## config.mk

```make
export PLATFORM = sky130hd
export DESIGN_NAME = tg_bus_master
export DESIGN_NICKNAME = d
export VERILOG_FILES = /design/src/rtl/tg_bus_master.sv
export SDC_FILE = /design/constraint.sdc
export NUM_CORES = 1
export LEC_CHECK = 0
export ABC_AREA = 0
export CORE_MARGIN = 4
export CORE_UTILIZATION = 41
export CTS_CLUSTER_DIAMETER = 200
export DETAILED_ROUTE_END_ITERATION = 10
export PLACE_DENSITY = 0.76
export SLEW_MARGIN = 20
export SYNTH_ARGS = -nofsm -noshare
export SYNTH_HDL_FRONTEND = slang
export SYNTH_SLANG_ARGS = --single-unit
```

## constraint.sdc

```tcl
create_clock -name clk -period 1.7 [get_ports clk]
set_input_delay 0.34 -clock clk [delete_from_list [all_inputs] [get_ports clk]]
set_output_delay 0.34 -clock clk [all_outputs]
set_load 0.05 [all_outputs]
```

## src/rtl/tg_bus_master.sv

```systemverilog
// tg_bus_master: single-request bus master with fixed-length bus cycles.
// Every bus cycle is SETUP (c=0), STROBE (c=1..N-2), HOLD (c=N-1), where N is
// FAST_CLKS or SLOW_CLKS depending on the latched hsm bit.
// Optional feature: define TGBUS_BITREV_EN to bit-reverse the data lanes when region=1.
//
// state  | meaning
// IDLE   | ready for a request, strobes high, bus address held
// SETUP  | address valid, strobes high, write data driven
// STROBE | read or write strobe low
// HOLD   | strobes high, response pulse issued
module tg_bus_master #(
    parameter int SLOW_CLKS = 24,
    parameter int FAST_CLKS = 6
) (
    input  logic        clk,
    input  logic        rst,
    input  logic        req_valid,
    output logic        req_ready,
    input  logic        req_we,
    input  logic        req_hsm,
    input  logic [20:0] req_addr,
    input  logic [7:0]  req_dato,
    output logic        rsp_valid,
    output logic        rsp_we,
    output logic [7:0]  rsp_dati,
    output logic [20:0] bus_addr,
    output logic        bus_hsm,
    output logic        bus_oe_n,
    output logic        bus_we_n,
    output logic [7:0]  bus_dato,
    output logic        bus_dato_oe,
    input  logic [7:0]  bus_dati,
    input  logic        region
);

    typedef enum logic [1:0] {S_IDLE, S_SETUP, S_STROBE, S_HOLD} state_t;

    state_t      state_q, state_d;
    logic [7:0]  c_q, c_d;
    logic        we_q, we_d;
    logic        hsm_q, hsm_d;
    logic [7:0]  dato_q, dato_d;
    logic        req_ready_q, req_ready_d;
    logic        rsp_valid_q, rsp_valid_d;
    logic        rsp_we_q, rsp_we_d;
    logic [7:0]  rsp_dati_q, rsp_dati_d;
    logic [20:0] bus_addr_q, bus_addr_d;
    logic        bus_hsm_q, bus_hsm_d;
    logic        bus_oe_n_q, bus_oe_n_d;
    logic        bus_we_n_q, bus_we_n_d;
    logic [7:0]  bus_dato_q, bus_dato_d;
    logic        bus_dato_oe_q, bus_dato_oe_d;

    logic [7:0]  n_clks;
    logic        data_swap;

`ifdef TGBUS_BITREV_EN
    assign data_swap = region;
`else
    logic unused_region;
    assign unused_region = region;
    assign data_swap     = 1'b0;
`endif

    assign n_clks = hsm_q ? 8'(FAST_CLKS) : 8'(SLOW_CLKS);

    function automatic logic [7:0] map_data(input logic [7:0] d, input logic swap);
        logic [7:0] r;
        for (int i = 0; i < 8; i++) r[i] = d[7-i];
        return swap ? r : d;
    endfunction

    // Next-state and next-output computation for the bus cycle sequencer.
    always_comb begin
        state_d       = state_q;
        c_d           = c_q;
        we_d          = we_q;
        hsm_d         = hsm_q;
        dato_d        = dato_q;
        req_ready_d   = req_ready_q;
        rsp_valid_d   = 1'b0;
        rsp_we_d      = rsp_we_q;
        rsp_dati_d    = rsp_dati_q;
        bus_addr_d    = bus_addr_q;
        bus_hsm_d     = bus_hsm_q;
        bus_oe_n_d    = 1'b1;
        bus_we_n_d    = 1'b1;
        bus_dato_d    = bus_dato_q;
        bus_dato_oe_d = bus_dato_oe_q;

        case (state_q)
            S_IDLE: begin
                req_ready_d   = 1'b1;
                bus_dato_oe_d = 1'b0;
                c_d           = 8'd0;
                if (req_valid && req_ready_q) begin
                    we_d          = req_we;
                    hsm_d         = req_hsm;
                    dato_d        = req_dato;
                    bus_addr_d    = req_addr;
                    bus_hsm_d     = req_hsm;
                    req_ready_d   = 1'b0;
                    state_d       = S_SETUP;
                    bus_dato_oe_d = req_we;
                    if (req_we) bus_dato_d = map_data(req_dato, data_swap);
                end
            end
            S_SETUP: begin
                state_d    = S_STROBE;
                c_d        = 8'd1;
                bus_oe_n_d = we_q;
                bus_we_n_d = ~we_q;
                if (we_q) bus_dato_d = map_data(dato_q, data_swap);
            end
            S_STROBE: begin
                if (we_q) bus_dato_d = map_data(dato_q, data_swap);
                if (c_q == n_clks - 8'd2) begin
                    // Last strobe clock: capture read data and release the strobe.
                    state_d     = S_HOLD;
                    c_d         = n_clks - 8'd1;
                    rsp_valid_d = 1'b1;
                    rsp_we_d    = we_q;
                    if (!we_q) rsp_dati_d = map_data(bus_dati, data_swap);
                end else begin
                    c_d        = c_q + 8'd1;
                    bus_oe_n_d = we_q;
                    bus_we_n_d = ~we_q;
                end
            end
            S_HOLD: begin
                state_d       = S_IDLE;
                c_d           = 8'd0;
                bus_dato_oe_d = 1'b0;
                req_ready_d   = 1'b1;
            end
            default: begin
                state_d = S_IDLE;
                c_d     = 8'd0;
            end
        endcase
    end

    // State and registered outputs, synchronous reset aborts any cycle in flight.
    always_ff @(posedge clk) begin
        if (rst) begin
            state_q       <= S_IDLE;
            c_q           <= 8'd0;
            we_q          <= 1'b0;
            hsm_q         <= 1'b0;
            dato_q        <= 8'd0;
            req_ready_q   <= 1'b0;
            rsp_valid_q   <= 1'b0;
            rsp_we_q      <= 1'b0;
            rsp_dati_q    <= 8'd0;
            bus_addr_q    <= 21'd0;
            bus_hsm_q     <= 1'b0;
            bus_oe_n_q    <= 1'b1;
            bus_we_n_q    <= 1'b1;
            bus_dato_q    <= 8'd0;
            bus_dato_oe_q <= 1'b0;
        end else begin
            state_q       <= state_d;
            c_q           <= c_d;
            we_q          <= we_d;
            hsm_q         <= hsm_d;
            dato_q        <= dato_d;
            req_ready_q   <= req_ready_d;
            rsp_valid_q   <= rsp_valid_d;
            rsp_we_q      <= rsp_we_d;
            rsp_dati_q    <= rsp_dati_d;
            bus_addr_q    <= bus_addr_d;
            bus_hsm_q     <= bus_hsm_d;
            bus_oe_n_q    <= bus_oe_n_d;
            bus_we_n_q    <= bus_we_n_d;
            bus_dato_q    <= bus_dato_d;
            bus_dato_oe_q <= bus_dato_oe_d;
        end
    end

    assign req_ready   = req_ready_q;
    assign rsp_valid   = rsp_valid_q;
    assign rsp_we      = rsp_we_q;
    assign rsp_dati    = rsp_dati_q;
    assign bus_addr    = bus_addr_q;
    assign bus_hsm     = bus_hsm_q;
    assign bus_oe_n    = bus_oe_n_q;
    assign bus_we_n    = bus_we_n_q;
    assign bus_dato    = bus_dato_q;
    assign bus_dato_oe = bus_dato_oe_q;

endmodule
```

# Yosys cells after proc, flatten, opt, wreduce, memory -nomap -nowiden
# Index checks and enable logic that the tools add are counted.
# word_totals
regBits	63
out_inout_bits	44
elab_cells	58
input_bits	43
# op_classes
n_mux	19
n_reduce_logical	12
n_bitwise	2
n_eq_ne	8
add_sub_neg	3
# op_table
cell	count
8-bit two-way mux	4
8-bit one-hot mux with 3 select lines	1
8-bit one-hot mux with 2 select lines	1
8-bit by 1-bit adder with 8-bit output (second input constant)	1
8-bit == test	1
1-bit one-hot mux with 2 select lines	4
2-bit one-hot mux with 4 select lines	1
2-bit != test (second input constant)	3
2-bit AND reduction	3
2-bit OR reduction	3
5-bit by 1-bit subtractor with 6-bit output (second input constant)	1
5-bit by 2-bit subtractor with 6-bit output (second input constant)	1
1-bit two-way mux	5
5-bit two-way mux	1
2-bit == test (second input constant)	2
2-bit two-way mux	2
4-bit AND reduction	1
2-bit nonzero test	2
3-bit AND reduction	1
2-bit by 1-bit == test with 1-bit output (second input constant)	1
2-bit zero test	1
2-bit by 1-bit != test with 1-bit output (second input constant)	1
1-bit NOT	2
1-bit logical AND	1

# Depth between registers and ports, before layout
# Gate-level depths: netlist of run 1.
# logic_depth
word_depth	5
mapped_depth	8
mapped_depth_nobuf	6

# Worst setup path after synthesis of run 1
# No wires, ideal clock.
# synth_timing
path_kind	register -> register
start	register, netlist name bus_hsm
end	register state_q[1]
required_time_ns	1.577
period_less_slack_ns	1.893
path_stages_with_launch	5
arrival_ns	1.770
slack_ns	-0.193
path_buffers	0
setup_time_ns	0.123
path_cell_list	dfxtp_1 > and3b_1 > or3b_2 > nand4_1 > mux2_1
# synth_rtl
item	line	text
to (signal assigned)	162	state_q <= state_d;
to (decl)	38	state_t state_q, state_d;

# Worst setup path after layout of run 1
# layout_timing
start	register state_q[0]
end	register state_q[1]
# layout_between
elab_chain_len	3
word_cells_on_any_way	8
cone_classes	eq/ne (5); mux (1); reduce/logical (2)
# layout_rtl
item	line	text
2-bit == test or 2-bit zero test (tied branches)	91	case (state_q)
2-bit != test (no source line)	--	
2-bit AND reduction (no source line)	--	
# Several ways; a longest one is shown, not always the timed one.
# A chain may end at the register's enable or synchronous reset.

==> impl_results.rst, run 1 <==
.. list-table::
   :header-rows: 1

   * - Metric
     - Value
   * - Area of the die
     - approximately 0.0076 mm2
   * - Classification of the worst-slack hold path
     - in -> reg
   * - Synth cell count leaders
     - sky130_fd_sc_hd__nand2_1, sky130_fd_sc_hd__dfxtp_1, sky130_fd_sc_hd__a21oi_1, sky130_fd_sc_hd__nor2_1, sky130_fd_sc_hd__clkbuf_1
   * - Global-route usage over all layers
     - between 10% and 20%
   * - Xor/xnor share of the synthesized area
     - around 2.0%
   * - Site Rows
     - 28
   * - X dimension of the die
     - 87.4 um
   * - Cells on Worst Hold Path
     - 4
   * - PD cells
     - around 1600 mW/mm2
   * - Buffers inserted by post-CTS timing repair
     - 0
   * - Number of warning messages in the yosys log
     - 0
   * - Clock transition at the registers of the reported paths
     - approximately 60 ps
   * - Overall via count from detail_route
     - ~2.3k
   * - Launch point of the worst reg-to-reg path
     - state_q[0]$_SDFFE_PP0P_
   * - Synth Area per Inst
     - between 8 and 9 um2
   * - Global-route wire length before repair
     - a little under 10000 um
   * - Max-cap violations
     - 0
   * - Leakage dissipation
     - 1.46 nW
   * - Final routed wire length divided by cell count
     - between 10 and 15 um
   * - Flip-flop cell with the highest count after synthesis
     - sky130_fd_sc_hd__dfxtp_1
   * - #FFs+latches synth
     - 63
   * - Starting utilization of the core area
     - a little over two fifths
   * - Fin. max-slew vios
     - 0
   * - Share of synthesized area occupied by flip-flops and latches
     - between 40% and 50%
   * - Most common cell in the netlist
     - sky130_fd_sc_hd__nand2_1
   * - Routability Congestion
     - approximately 0.74
   * - Post-detailed-placement cell area
     - roughly 0.0035 mm2
   * - Dominant cell type by area after synthesis
     - sky130_fd_sc_hd__dfxtp_1
   * - Fraction of registers with async set or reset after synthesis
     - 0%
   * - Skew final
     - around 8.7 ps
   * - Setup slack on the worst flop-to-flop path
     - 50 ps
   * - Number of nets with antenna violations after detailed routing
     - 0
   * - First-pass iteration count of the detailed router
     - 4
   * - Time the final worst path needs with I/O delays and setup
     - around 1600 ps
   * - Post-Syn Instances
     - roughly 300
   * - Layout-stage area growth over the synthesis result
     - 43.2%
   * - Clock network latency to the later pin of the worst-skew pair
     - 320 ps
   * - Rel. slew slack
     - around three fifths
   * - Top-level I/O count
     - between 80 and 90
   * - R2R depth
     - 5
   * - Count of placed standard cells in the final layout, fillers left out
     - roughly 470
   * - CTS Buf Count
     - 9
   * - Hold bufs inserted after CTS
     - 0
   * - Critical Path Sink Type
     - flop
   * - Post-Synth Simple-Gate Area
     - between 20% and 30%
   * - Hold Path Sink
     - rsp_valid$_SDFF_PP0_
   * - Input/output buffers
     - 85
   * - Destination of the worst register-to-register timing path
     - state_q[1]$_SDFFE_PP0P_
   * - Largest net degree at the start of global routing
     - 63
   * - Top achievable clock speed
     - approximately 600 MHz
   * - Worst path arrival time
     - ~1900 ps
   * - Detail-routed via count per cell
     - ~4.9
   * - Total wirelength of the detailed-routed design
     - just over 6000 um
   * - Complex-gate fraction of the synthesized area
     - between 10 and 15%
   * - Post-route fraction of the period consumed by the critical path
     - 97.0%
   * - Multiplexer fraction of the synthesized cell area
     - 4.31%
   * - RSZ-0062 raised after global routing
     - yes
   * - Worst slew pin tran
     - 603 ps
   * - Global route total overflow
     - 0
   * - Die height
     - between 80 and 90 um
   * - Net Count, Synth
     - about 350
   * - Core outline area
     - ~0.0060 mm2
   * - Highest net fanout along the worst path
     - 5
   * - Hold wc startpoint
     - rst
   * - Final-stage net count
     - around 440
   * - Crit start category
     - flop
   * - Clock sink total
     - 63
   * - Diode insertion count for antenna repair
     - 0
   * - Finish-stage setup viols
     - 0
   * - Run status
     - complete, no violations
   * - TritonCTS clock tree
     - built
   * - Kind of critical path
     - reg -> reg
   * - Vias in the first global route
     - 2147
   * - Number of enable-type register cells in the synthesized netlist
     - 0
   * - Worst endpoint required time
     - roughly 1900 ps
   * - Ranking of synthesized cells by area
     - sky130_fd_sc_hd__dfxtp_1, sky130_fd_sc_hd__nand2_1, sky130_fd_sc_hd__a21oi_1
   * - Fin. Hold Viols
     - 0
   * - Maximum ir drop on the vdd rail
     - about 0.00086 V
   * - Maximum root-to-sink buffer count
     - 2
   * - Post-route standard cell area excluding fillers
     - roughly 0.0037 mm2
   * - Placed Cells incl. Taps
     - 455
   * - Fraction of final layout cells sized beyond drive strength 1
     - around 23%
   * - DRC marker count from the first detailed-route iteration
     - 118
   * - Top cell type's share of synthesized area
     - about half
   * - Antenna violations before repair
     - 0
   * - Number of H-tree branching levels
     - 3
   * - Area share of fa/ha/maj cells after synthesis
     - 2.42%
   * - Count of different cell masters after synthesis
     - 44
   * - Half-perimeter wire length after placement
     - approximately 4400 um
   * - Total DRC errors in the routed layout
     - 0
   * - Root cell of the clock tree
     - sky130_fd_sc_hd__clkbuf_8
   * - Combined area of all synthesized cells
     - about 0.0026 mm2
   * - Largest family of logic cells by synthesized area
     - simple AND/OR/NAND/NOR gates
==> worst max-delay path: stages, from the launching register on <==
cell and delay [ps]:
sky130_fd_sc_hd__dfxtp_1 330, sky130_fd_sc_hd__inv_2 80, sky130_fd_sc_hd__ha_2 210, sky130_fd_sc_hd__or3b_2 440, sky130_fd_sc_hd__nand4_1 130, sky130_fd_sc_hd__mux2_1 340
==> report_power, final <==
| group | total (mW) | internal (mW) | switching [mW] |
|---|---|---|---|
| registers | 1.93 | 1.75 | 0.180 |
| logic | 2.64 | 1.03 | 1.61 |
| clock network | 1.36 | 0.823 | 0.535 |
==> kinds of logic (layout without fill, tap and decap cells) <==
family	count (synthesis)	after routing
and+or+nand+nor	131	131
DFF	63	63
AOI/OAI and AO/OA	60	60
buffers and inverters	21	120
muxes	11	11
xor gates and xnor gates	6	6
adders and majority gates	5	5
==> placed cells by master (no fill, tap or decap), types with 3 or more instances in the layout <==
| cell type | Yosys | routed |
|---|---|---|
| sky130_fd_sc_hd__a21oi_1 | 33 | 33 |
| sky130_fd_sc_hd__mux2i_1 | 10 | 10 |
| sky130_fd_sc_hd__ha_1 | 5 | 4 |
| sky130_fd_sc_hd__clkbuf_1 | 13 | 3 |
| sky130_fd_sc_hd__nand2_1 | 66 | 66 |
| sky130_fd_sc_hd__clkbuf_8 | 0 | 9 |
| sky130_fd_sc_hd__nand2b_1 | 9 | 9 |
| sky130_fd_sc_hd__buf_4 | 0 | 59 |
| sky130_fd_sc_hd__dfxtp_1 | 63 | 62 |
| sky130_fd_sc_hd__a211oi_1 | 10 | 10 |
| sky130_fd_sc_hd__nor2_1 | 20 | 20 |
| sky130_fd_sc_hd__nor2b_1 | 4 | 4 |
| sky130_fd_sc_hd__nand3b_1 | 8 | 8 |
| sky130_fd_sc_hd__xor2_1 | 4 | 4 |
| sky130_fd_sc_hd__clkdlybuf4s50_1 | 0 | 40 |
| sky130_fd_sc_hd__nand3_1 | 6 | 6 |
| sky130_fd_sc_hd__o21ai_1 | 7 | 7 |
==> sequential cells by signal (all words and copies together), names as in the netlist, 2 cells and up <==
register / cells
bus_addr: 21
bus_dato: 8
c_q: 8
dato_q: 8
rsp_dati: 8
state_q: 2
==> metal layers <==
metal / vias to the layer above / part of all wire [%] / track usage [%]
li1: 1200 / - / -
met1: 1054 / 41 / 18.1
met2: 56 / 50 / 27.5
met3: 8 / 7.0 / 6.43
met4: 0 / 1.7 / 8.23
met5: - / 0 / 0
==> through the flow <==
step | hold slack (ps) | power, mW | setup WS (ps) | util [%] | setup TNS, ps
CTS | 363 | 5.99 | 18.3 | 61.4 | 0
detailed placement | 447 | 4.61 | 0.975 | 58.0 | 0
global placement | 442 | 4.55 | 43.7 | 58.0 | 0
global route | 389 | 6.29 | -42.9 | 61.4 | -138
floorplan | 436 | 3.71 | -16.2 | - | -16.2
finish | 380 | 5.93 | 50.7 | 61.4 | 0
==> worst max-delay path by stage <==
stage                                to  slack [ps]               startpoint  cells after the start
2_1_floorplan   state_q[1]$_SDFFE_PP0P_         -20     bus_hsm$_SDFFE_PP0P_                      4
6_report        state_q[1]$_SDFFE_PP0P_          50  state_q[0]$_SDFFE_PP0P_                      5
4_1_cts        rsp_dati[5]$_SDFFE_PP0P_          20        c_q[5]$_SDFF_PP0_                      4
3_3_place_gp          c_q[1]$_SDFF_PP0_          40  state_q[0]$_SDFFE_PP0P_                      5
5_1_grt        bus_dato[5]$_SDFFE_PP0P_         -40  state_q[1]$_SDFFE_PP0P_                      7
3_5_place_dp    state_q[1]$_SDFFE_PP0P_           1  state_q[0]$_SDFFE_PP0P_                      5
==> timing repair <==
action                                  in CTS  in global routing
resized for setup                            2                  2
pin swaps                                    1                  0
endpoints found under the setup margin       2                 19
==> area by class of cell <==
class	count	area [um2]
multi-input cells	213	1240
inverters	2	7.51
clock buffers	12	135
repair buffers	102	888
clock inverters	4	70.1
flip-flops and latches	63	1260
fillers	563	2320
well taps	75	93.8
No activity file was read; power rests on OpenSTA's default activity.
==> run 2, diff against run 1 <==
- CORE_MARGIN: 4 -> default
==> run 2 against run 1 <==
Net effect: combinational power grew 11%; register-to-register slack is essentially flat; routed wire length shrank 2.9%; largest cell class is now multi-input combinational cells; critical path type unchanged.
==> impl_results.rst, run 2 (synthesized netlist as in run 1, its figures left out) <==
.. list-table::
   :header-rows: 1

   * - Metric
     - Value
   * - Skew final
     - 11.2 ps (+2.47 ps)
   * - Hold slack
     - 359 ps (-21.0 ps)
   * - Max-cap violations
     - 0 (unchanged)
   * - Placed Cells incl. Taps
     - 455 (unchanged)
   * - Kind of critical path
     - reg -> reg
   * - Total wirelength of the detailed-routed design
     - 6030 um (-2.9%)
   * - Max stage delay on crit path
     - 450 ps (about the same)
   * - Number of flip-flops in the largest register
     - 21 (unchanged)
   * - Run status
     - complete, no violations
   * - Final Core Density
     - 62.8% (+1.4 points)
   * - Clock sink total
     - 63 (unchanged)
   * - Input/output buffers
     - 85 (unchanged)
   * - Fin. Hold Viols
     - 0 (unchanged)
   * - Global-route usage over all layers
     - 20.0% (+3.6 points)
   * - Half-perimeter wire length after placement
     - 4080 um (-7.6%)
   * - Sum of negative setup slack
     - 0 ps (unchanged)
   * - X dimension of the die
     - 81.4 um (-6.9%)
   * - Number of H-tree branching levels
     - 3 (unchanged)
   * - Count of placed standard cells in the final layout, fillers left out
     - 473 (+0.42%)
   * - Commonest non-fill, non-tap cell in the layout
     - sky130_fd_sc_hd__nand2_1
   * - Detail-routed via count per cell
     - 4.97 (+1.0%)
   * - Routability Congestion
     - 0.752 (+0.99%)
   * - Time the final worst path needs with I/O delays and setup
     - 1650 ps (+1.06 ps)
   * - Worst path arrival time
     - 1870 ps (about the same)
   * - Global route total overflow
     - 0 (unchanged)
   * - CTS Buf Count
     - 9 (unchanged)
   * - Die height
     - 81.4 um (-6.9%)
   * - Commonest cells after routing, fill and taps aside
     - sky130_fd_sc_hd__nand2_1, sky130_fd_sc_hd__dfxtp_1, sky130_fd_sc_hd__buf_4
   * - Clock transition at the registers of the reported paths
     - 70 ps (about the same)
   * - Fin. max-slew vios
     - 0 (unchanged)
   * - Clock network latency to the later pin of the worst-skew pair
     - 340 ps (+20 ps)
   * - Worst endpoint required time
     - 1920 ps (about the same)
   * - PD cells
     - 1600 mW/mm2 (-0.18%)
   * - Top-level I/O count
     - 87 (unchanged)
   * - Global-route wire length before repair
     - 9940 um (+1.8%)
   * - Leakage dissipation
     - 1.47 nW (+0.54%)
   * - Number of nets with antenna violations after detailed routing
     - 0 (unchanged)
   * - Area of the die
     - 0.00663 mm2 (-13%)
   * - Antenna violations before repair
     - 0 (unchanged)
   * - Crit path cell chain
     - and3b_1 -> or3b_2 -> nand4_1 -> mux2_1
   * - Hold bufs inserted after CTS
     - 0 (unchanged)
   * - Vias in the first global route
     - 2274 (+5.9%)
   * - Root cell of the clock tree
     - sky130_fd_sc_hd__clkbuf_8
   * - First-pass iteration count of the detailed router
     - 4 (unchanged)
   * - Core outline area
     - 0.00599 mm2 (-0.58%)
   * - Crit start category
     - flop
   * - Overall via count from detail_route
     - 2352 (+1.5%)
   * - Fraction of final layout cells sized beyond drive strength 1
     - 24.9% (+2.1 points)
   * - Final-stage net count
     - 441 (+0.46%)
   * - DRC marker count from the first detailed-route iteration
     - 119 (+0.85%)
   * - Starting utilization of the core area
     - 43.2% (+0.25 points)
   * - Rel. slew slack
     - 59.5% (-0.32 points)
   * - Finish-stage setup viols
     - 0 (unchanged)
   * - Highest net fanout along the worst path
     - 5 (unchanged)
   * - Maximum ir drop on the vdd rail
     - 0.000959 V (+11%)
   * - Global-route track usage on met1
     - 22.1% (+4.0 points)
   * - Met2 track demand over resource
     - 33.9% (+6.5 points)
   * - Total DRC errors in the routed layout
     - 0 (unchanged)
   * - Global routing's busiest layer
     - met2
   * - Largest net degree at the start of global routing
     - 63 (unchanged)
   * - Site Rows
     - 28 (unchanged)
   * - RSZ-0062 raised after global routing
     - yes
   * - TritonCTS clock tree
     - built
   * - Global routing met3 resource utilization
     - 6.56% (+0.12 points)
   * - Diode insertion count for antenna repair
     - 0 (unchanged)
   * - Post-route fraction of the period consumed by the critical path
     - 97.1% (about the same)
   * - Worst slew pin tran
     - 608 ps (+4.86 ps)
   * - Layout-stage area growth over the synthesis result
     - 45.6%
   * - Final routed wire length divided by cell count
     - 12.7 um (-3.3%)
   * - Top achievable clock speed
     - 606 MHz (about the same)
   * - Maximum root-to-sink buffer count
     - 2 (unchanged)
   * - Classification of the worst-slack hold path
     - in -> reg
   * - Critical Path Sink Type
     - flop
   * - Slowest cell on crit path
     - sky130_fd_sc_hd__or3b_2
[run 2: cell types whose count changed in the layout (fill, tap and decap cells not counted), sizes merged]
cell and delta:
clkinvlp +1, bufbuf +1, clkbuf +1, buf +1
bufinv -2
[run 2: timing repair]
action,CTS,global route
setup endpoints to repair,1,20
setup buffers,0,1
gates cloned,1,0
gates resized for setup,2,9
[run 2: per-layer routing]
metal / share of wire (%) / routed length, um
met5: 0 / 0
met4: 2.1 / 125
met3: 5.8 / 348
met2: 49 / 2960
met1: 43 / 2600
[run 2: worst paths after layout]
check / slack (ps) / end / from / depth (start not counted)
worst max-delay path: 50 / state_q[1]$_SDFFE_PP0P_ / c_q[1]$_SDFF_PP0_ / 4
worst min-delay path: 360 / rsp_valid$_SDFF_PP0_ / rst / 4
worst max register to register: 50 / state_q[1]$_SDFFE_PP0P_ / c_q[1]$_SDFF_PP0_ / 4
worst min register to register: 450 / bus_addr[6]$_SDFFE_PP0P_ / bus_addr[6]$_SDFFE_PP0P_ / 2
[run 2: metrics by stage]
stage / total power, mW / worst slack [ps] / instance area (um2)
final: 6.02 / 49.7 / 3760
after global routing: 6.39 / -11.4 / 3760
after detailed placement: 4.57 / 8.39 / 3490
after global placement: 4.53 / 43.3 / 3490
after CTS: 5.96 / 11.0 / 3710
after floorplan: 3.71 / -16.2 / 2590
[run 2: area by class of cell]
class / instances / area, um2
clock buffer: 13 / 159
clock inverter: 3 / 17.5
fill: 522 / 2230
inverter: 2 / 7.51
multi-input combinational: 213 / 1290
sequential: 63 / 1260
tap: 75 / 93.8
timing repair buffer: 104 / 928
[run 2: critical path, delay by kind of cell (launching register included)]
| family | cells | cell delay [ps] |
|---|---|---|
| multiplexers | 1 | 330 |
| flip-flops | 1 | 360 |
| AND/OR/NAND/NOR | 3 | 850 |
[run 2: power breakdown]
group          total, mW  internal, mW  switching, mW  leakage (nW)
Combinational       2.93          1.24           1.70         0.867
Sequential          1.93          1.76          0.172         0.513
Clock               1.16         0.605          0.555        0.0894
